[config.mk]
export PLATFORM = sky130hd
export DESIGN_NAME = pwm_deadtime
export DESIGN_NICKNAME = d
export VERILOG_FILES = /design/src/rtl/pwm_deadtime.sv
export SDC_FILE = /design/constraint.sdc
export NUM_CORES = 1
export LEC_CHECK = 0
export CAP_MARGIN = 40
export CORE_AREA = 3 3 116 173
export DETAILED_ROUTE_END_ITERATION = 8
export DIE_AREA = 0 0 119 176
export HOLD_SLACK_MARGIN = 0.15
export PLACE_DENSITY = 0.5
export SLEW_MARGIN = 10
export SYNTH_ARGS = -nofsm -noshare
export SYNTH_HDL_FRONTEND = slang
export SYNTH_SLANG_ARGS = --single-unit
[constraint.sdc]
create_clock -name clk_i -period 2.6 [get_ports clk_i]
set_clock_uncertainty 0.1 [all_clocks]
set_input_delay 0.52 -clock clk_i [delete_from_list [all_inputs] [get_ports clk_i]]
set_output_delay 0.52 -clock clk_i [all_outputs]
set_load 0.005 [all_outputs]
[src/rtl/pwm_deadtime.sv]
// Dead-time inserter and fault gate for complementary PWM drive pairs.
// One Moore FSM per channel; drive outputs and the fault flag are registered.
module pwm_deadtime #(
    parameter int CHANNELS = 3,
    parameter int DT_WIDTH = 16
) (
    input  logic                clk_i,
    input  logic                rst_i,
    input  logic [CHANNELS-1:0] pwm_i,
    input  logic [CHANNELS-1:0] enable_i,
    input  logic [DT_WIDTH-1:0] deadtime_i,
    input  logic                fault_i,
    input  logic                fault_clr_i,
    output logic [CHANNELS-1:0] hs_o,
    output logic [CHANNELS-1:0] ls_o,
    output logic [CHANNELS-1:0] dead_o,
    output logic                fault_o
);

    typedef enum logic [2:0] {
        OFF     = 3'd0,
        DEAD_HS = 3'd1,
        HS_ON   = 3'd2,
        DEAD_LS = 3'd3,
        LS_ON   = 3'd4
    } state_t;

    state_t              state_q [CHANNELS];
    state_t              state_d [CHANNELS];
    logic [DT_WIDTH-1:0] cnt_q   [CHANNELS];
    logic [DT_WIDTH-1:0] cnt_d   [CHANNELS];

    logic [CHANNELS-1:0] hs_d;
    logic [CHANNELS-1:0] ls_d;
    logic [CHANNELS-1:0] dead_d;
    logic                fault_d;
    logic                hold_off;
    logic                dt_zero;

    // A fault request or a still-latched fault keeps every pair off
    assign hold_off = fault_i | fault_o;
    assign dt_zero  = (deadtime_i == '0);
    assign fault_d  = fault_i | (fault_o & ~fault_clr_i);

    // State, counter, output and fault registers
    always_ff @(posedge clk_i) begin
        if (rst_i) begin
            for (int c = 0; c < CHANNELS; c++) begin
                state_q[c] <= OFF;
                cnt_q[c]   <= '0;
            end
            hs_o    <= '0;
            ls_o    <= '0;
            dead_o  <= '0;
            fault_o <= 1'b0;
        end else begin
            for (int c = 0; c < CHANNELS; c++) begin
                state_q[c] <= state_d[c];
                cnt_q[c]   <= cnt_d[c];
            end
            hs_o    <= hs_d;
            ls_o    <= ls_d;
            dead_o  <= dead_d;
            fault_o <= fault_d;
        end
    end

    // Next-state and dead-time counter per channel
    always_comb begin
        for (int c = 0; c < CHANNELS; c++) begin
            state_d[c] = state_q[c];
            cnt_d[c]   = cnt_q[c];
            if (hold_off || !enable_i[c]) begin
                state_d[c] = OFF;
                cnt_d[c]   = '0;
            end else begin
                unique case (state_q[c])
                    OFF: begin
                        cnt_d[c] = deadtime_i;
                        if (pwm_i[c])
                            state_d[c] = dt_zero ? HS_ON : DEAD_HS;
                        else
                            state_d[c] = dt_zero ? LS_ON : DEAD_LS;
                    end
                    HS_ON: begin
                        if (!pwm_i[c]) begin
                            cnt_d[c]   = deadtime_i;
                            state_d[c] = dt_zero ? LS_ON : DEAD_LS;
                        end
                    end
                    LS_ON: begin
                        if (pwm_i[c]) begin
                            cnt_d[c]   = deadtime_i;
                            state_d[c] = dt_zero ? HS_ON : DEAD_HS;
                        end
                    end
                    DEAD_HS: begin
                        if (!pwm_i[c]) begin
                            state_d[c] = DEAD_LS;
                            cnt_d[c]   = deadtime_i;
                        end else if (cnt_q[c] <= DT_WIDTH'(1)) begin
                            state_d[c] = HS_ON;
                        end else begin
                            cnt_d[c] = cnt_q[c] - DT_WIDTH'(1);
                        end
                    end
                    DEAD_LS: begin
                        if (pwm_i[c]) begin
                            state_d[c] = DEAD_HS;
                            cnt_d[c]   = deadtime_i;
                        end else if (cnt_q[c] <= DT_WIDTH'(1)) begin
                            state_d[c] = LS_ON;
                        end else begin
                            cnt_d[c] = cnt_q[c] - DT_WIDTH'(1);
                        end
                    end
                    default: begin
                        state_d[c] = OFF;
                        cnt_d[c]   = '0;
                    end
                endcase
            end
        end
    end

    // Moore outputs decoded from the next state, registered above
    always_comb begin
        hs_d   = '0;
        ls_d   = '0;
        dead_d = '0;
        for (int c = 0; c < CHANNELS; c++) begin
            hs_d[c]   = (state_d[c] == HS_ON);
            ls_d[c]   = (state_d[c] == LS_ON);
            dead_d[c] = (state_d[c] == DEAD_HS) || (state_d[c] == DEAD_LS);
        end
    end

endmodule

-- After elaboration in Yosys (flattened, before gate mapping)
Memories as Yosys holds them, arrays and structs flattened.
Cells that the tools add are included.
- add/subtract/negate cells: 3
- magnitude comparators: 3
- equality and inequality tests: 24
- muxes and demuxes: 59
- bitwise logic cells: 10
- reduce and logical (&&, ||, !) cells: 13
- operator list (cell ; number):
    $mux 16 ; 21
    $pmux 16 s5 ; 3
    $mux 3 ; 28
    $le 16x1->1 const B ; 3
    $sub 16x1->16 const B ; 3
    $pmux 3 s5 ; 3
    $eq 3x2->1 const B ; 12
    $eq 3x1->1 const B ; 6
    $eq 3x3->1 const B ; 6
    $logic_not 16->1 ; 1
    $logic_not 3->1 ; 3
    $or 1x1->1 ; 8
    $logic_or 1x1->1 ; 6
    $logic_not 1->1 ; 3
    $mux 1 ; 3
    $mux 2 ; 1
    $and 1x1->1 ; 1
    $not 1->1 ; 1
- flip-flop bits (word level): 10
- bits in writable memories: 57
- input bits: 26
- output and inout port bits: 10
- memories kept: 2
- memory list (memory ; words ; bits a word ; read ports ; clocked after memory_dff ; wr ports ; line ; text):
    cnt_q ; 3 ; 16 ; 3 ; 0 ; 3 ; 30 ; logic [DT_WIDTH-1:0] cnt_q [CHANNELS];
    state_q ; 3 ; 3 ; 3 ; 0 ; 3 ; 28 ; state_t state_q [CHANNELS];

-- Logic depth before layout (Yosys ltp)
- depth in word-level cells: 7
- depth in mapped cells: 10

-- Worst setup path after synthesis
No wires, ideal clock.
- path type: register to register
- start: mem cnt_q[2][4], in the netlist cnt_q[0][36]
- end: mem cnt_q[2][14], in the netlist cnt_q[0][46]
- setup time: 117 ps
- data arrival time: 2267 ps
- data required time: 2383 ps
- setup slack: 115 ps
- cell stages (with the launch flop): 8
- cell sequence: dfxtp_1 > or4_1 > buf_2 > or4_4 > or3_4 > nor4_2 > o21ai_1 > a32o_1
- RTL lines (element ; line):
    start: declaration ; 30

==> results.ini <==
[route]
viasPerCell = 5.13
drtAntennaViolNets = 0
totalWireLength_mm = 16.5
drt_first_pass_iters = 4
post-route-drc-count = 0
vias = 4987
drtIter0Drc = 281
wl_per_cell_um = 17.0

[floorplan]
rows = 61
core_area_mm2 = 0.0187
die_w_um = 119
die-area_mm2 = 0.0209
die_h_um = 176
initial_core_util_pct = 24.7
io-pin-count = 36

[clock_network]
clock_sinks = 67
cts_setup_buffers = 0
clockRootBuffer = clkbuf_16
htreeDepth = 3
cts_buffers = 9
cts_tree = done
postCtsHoldBufs = 0
clkTransAtPathRegs_ns = 0.06
cts_buffer_depth = 2
clock_latency_ns = 0.34

[synth]
synth_edf_count = 0
ys_seq_area_share_pct = 29.0
synthMuxAreaShare_pct = 3.09
synthesis.nets = 660
synthTopCellsByCount = nor2_1 (70), dfxtp_1 (67), nand2_1 (57)
ys.flop_type = dfxtp_1
ys_types = 65
synth_warnings = 0
synth_top_family_by_area = compound AO/OA/AOI/OAI gates
synth-simple-area-share_pct = 28.0
synth-compound-area-share_pct = 30.2
synth_cells = 625
synth_area_per_cell_um2 = 7.40
yosys.area_share.adder_pct = 2.44
synth_top_cell_by_area = dfxtp_1
synthTopCellsByArea = dfxtp_1 (29%), nor2_1 (5.7%), o21ai_0 (4.7%), nand2_1 (4.6%), a21oi_1 (4.3%)
yosysMostFrequentCell = nor2_1
synth.top_cell.area_share_pct = 29.0
ys_ff_latch = 67
synthesis.area_mm2 = 0.00462
synth_async_sr_flop_share_pct = 0
synth_xor_area_share_pct = 2.84

[finish]
area_growth_pct = 31.8
final_layout_size_suffix_gt1_share_pct = 16.5
instances_no_fill = 973
nets = 752
postLayoutCoreUtil_pct = 32.6
antenna-diode-count = 0

[global_route]
grt_usage_pct = 16.1
antenna_found_initial = 0
grt_start_max_net_pins = 20
grt_pass1_wl_mm = 26.9
grt_pass1_vias = 5027
gr-total-overflow = 0

[critical_path]
cp-end-kind = flip-flop
rrSetupSlack_ns = 0.11
rr_worst_depth = 6
worst_ep_arrival_time_ns = 2.63
reg2reg_to = cnt_q[0][46]$_SDFFE_PP0P_
crit_start = cnt_q[0][36]$_SDFFE_PP0P_
cp_max_fo = 4
r2r-start = cnt_q[0][36]$_SDFFE_PP0P_
critPathLaunchType = flip-flop
worstSetupPathType = reg2reg
endpoint = cnt_q[0][46]$_SDFFE_PP0P_
critical_path_required_ns = 2.73

[timing]
setup_viol = 0
finalHoldViolCount = 0
worstMarginPinSlew_ns = 0.563
slew_headroom_pct = 62.4
post-route-min-period_ns = 2.49
slew_violations = 0
fin_crit_sh_pct = 95.9
fmax_ghz = 0.401

[run_status]
run_status = complete, no violations

[min_path]
hold_path_class = reg2reg

[placed_design]
post-place-cells = 958
place_congestion = 0.854
hpwlAfterDp_mm = 12.9
port_buffers = 35

[power]
p_leak_uw = 0.00250
vdd_drop_max_mv = 0.300
power_per_cell_area_mw_per_mm2 = 505

[job]
cap_violations = 0

per-layer routing:
metal	track usage, %	share of wire [%]	up-vias
met5	0	0	-
met4	8.36	4.4	0
met3	2.18	2.9	34
met2	29.0	51	98
met1	18.3	42	2332
li1	-	-	2523
report_power, final:
group          switching [uW]  internal, uW  leakage [uW]
combinational             403           347       0.00182
clock                     475           736      0.000136
sequential               50.2          1060      0.000544
total                     928          2150       0.00250
worst min path at each step:
stage / cells past startpoint / end / startpoint
2_1_floorplan: 2 / cnt_q[0][15]$_SDFFE_PP0P_ / cnt_q[0][15]$_SDFFE_PP0P_
3_3_place_gp: 2 / cnt_q[0][15]$_SDFFE_PP0P_ / cnt_q[0][15]$_SDFFE_PP0P_
3_5_place_dp: 2 / cnt_q[0][15]$_SDFFE_PP0P_ / cnt_q[0][15]$_SDFFE_PP0P_
4_1_cts: 2 / cnt_q[0][15]$_SDFFE_PP0P_ / cnt_q[0][15]$_SDFFE_PP0P_
5_1_grt: 2 / cnt_q[0][15]$_SDFFE_PP0P_ / cnt_q[0][15]$_SDFFE_PP0P_
6_report: 2 / cnt_q[0][15]$_SDFFE_PP0P_ / cnt_q[0][15]$_SDFFE_PP0P_
kinds of logic after synthesis:
| kind of cell | count (synthesis) |
|---|---|
| compound gates | 209 |
| xor+xnor | 15 |
| simple gates | 258 |
| mux | 14 |
| flops | 67 |
| buf+inv | 53 |
| fa+ha+maj | 9 |
flip-flops by register name, summed over array words and instances, names as in the netlist:
| name | cells |
|---|---|
| dead_o | 3 |
| cnt_q | 48 |
| ls_o | 3 |
| state_q | 9 |
| fault_o | 1 |
| hs_o | 3 |
stage by stage:
stage / total power, uW / TNS, ns / setup slack, ns / cell area [um^2] / hold slack, ns
floorplan: 1580 / 0 / 0.115 / 4620 / 0.355
global placement: 1880 / -6.74 / -0.519 / 5770 / 0.379
detailed placement: 1880 / -6.84 / -0.552 / 5770 / 0.388
CTS: 3090 / 0 / 0.0322 / 6050 / 0.399
global route: 3230 / -0.192 / -0.0556 / 6090 / 0.429
finish: 3080 / 0 / 0.107 / 6090 / 0.394
final cells by class:
| type | instances | area [um^2] |
|---|---|---|
| flip-flops and latches | 67 | 1340 |
| inverters | 17 | 63.8 |
| multi-input cells | 505 | 3120 |
| well taps | 252 | 315 |
| clock buffers | 12 | 236 |
| fillers | 2032 | 12600 |
| repair buffers | 117 | 972 |
| clock inverters | 3 | 40.0 |
critical path, cell delays in order, from the launching register on:
cell and delay, ns:
dfxtp_1 0.31, or4_1 0.58, or4_4 0.47, or3_4 0.43, nor4_2 0.14, o21ai_1 0.08, a32o_1 0.26
cells in the final DEF, fill, tap and decap left out, drive strengths merged, types with 6 or more instances in the layout:
master         netlist  layout
nor2                70      70
mux2i               12      12
o31ai                6       6
dfxtp               67      67
a21o                 9       9
o21ai               45      45
clkbuf              31      12
a31oi                9       9
inv                 17      17
buf                  5      82
a211oi               7       7
nor4                19      19
ha                   9       9
nor3                32      32
a22oi               26      26
xnor2                7       7
o22ai               13      13
nor2b                6       6
xor2                 8       8
nand3               17      17
nand2b              11      11
o211ai               8       8
nand2               57      57
a21oi               40      40
and2                12      12
clkdlybuf4s50        0      28
timing repair:
| item | 4_1_cts | 5_1_grt |
|---|---|---|
| pin swaps | 1 | 1 |
| gates cloned | 0 | 0 |
| resized for setup | 7 | 11 |
| setup endpoints to repair | 11 | 10 |
Power figures use the tool's default switching activity.
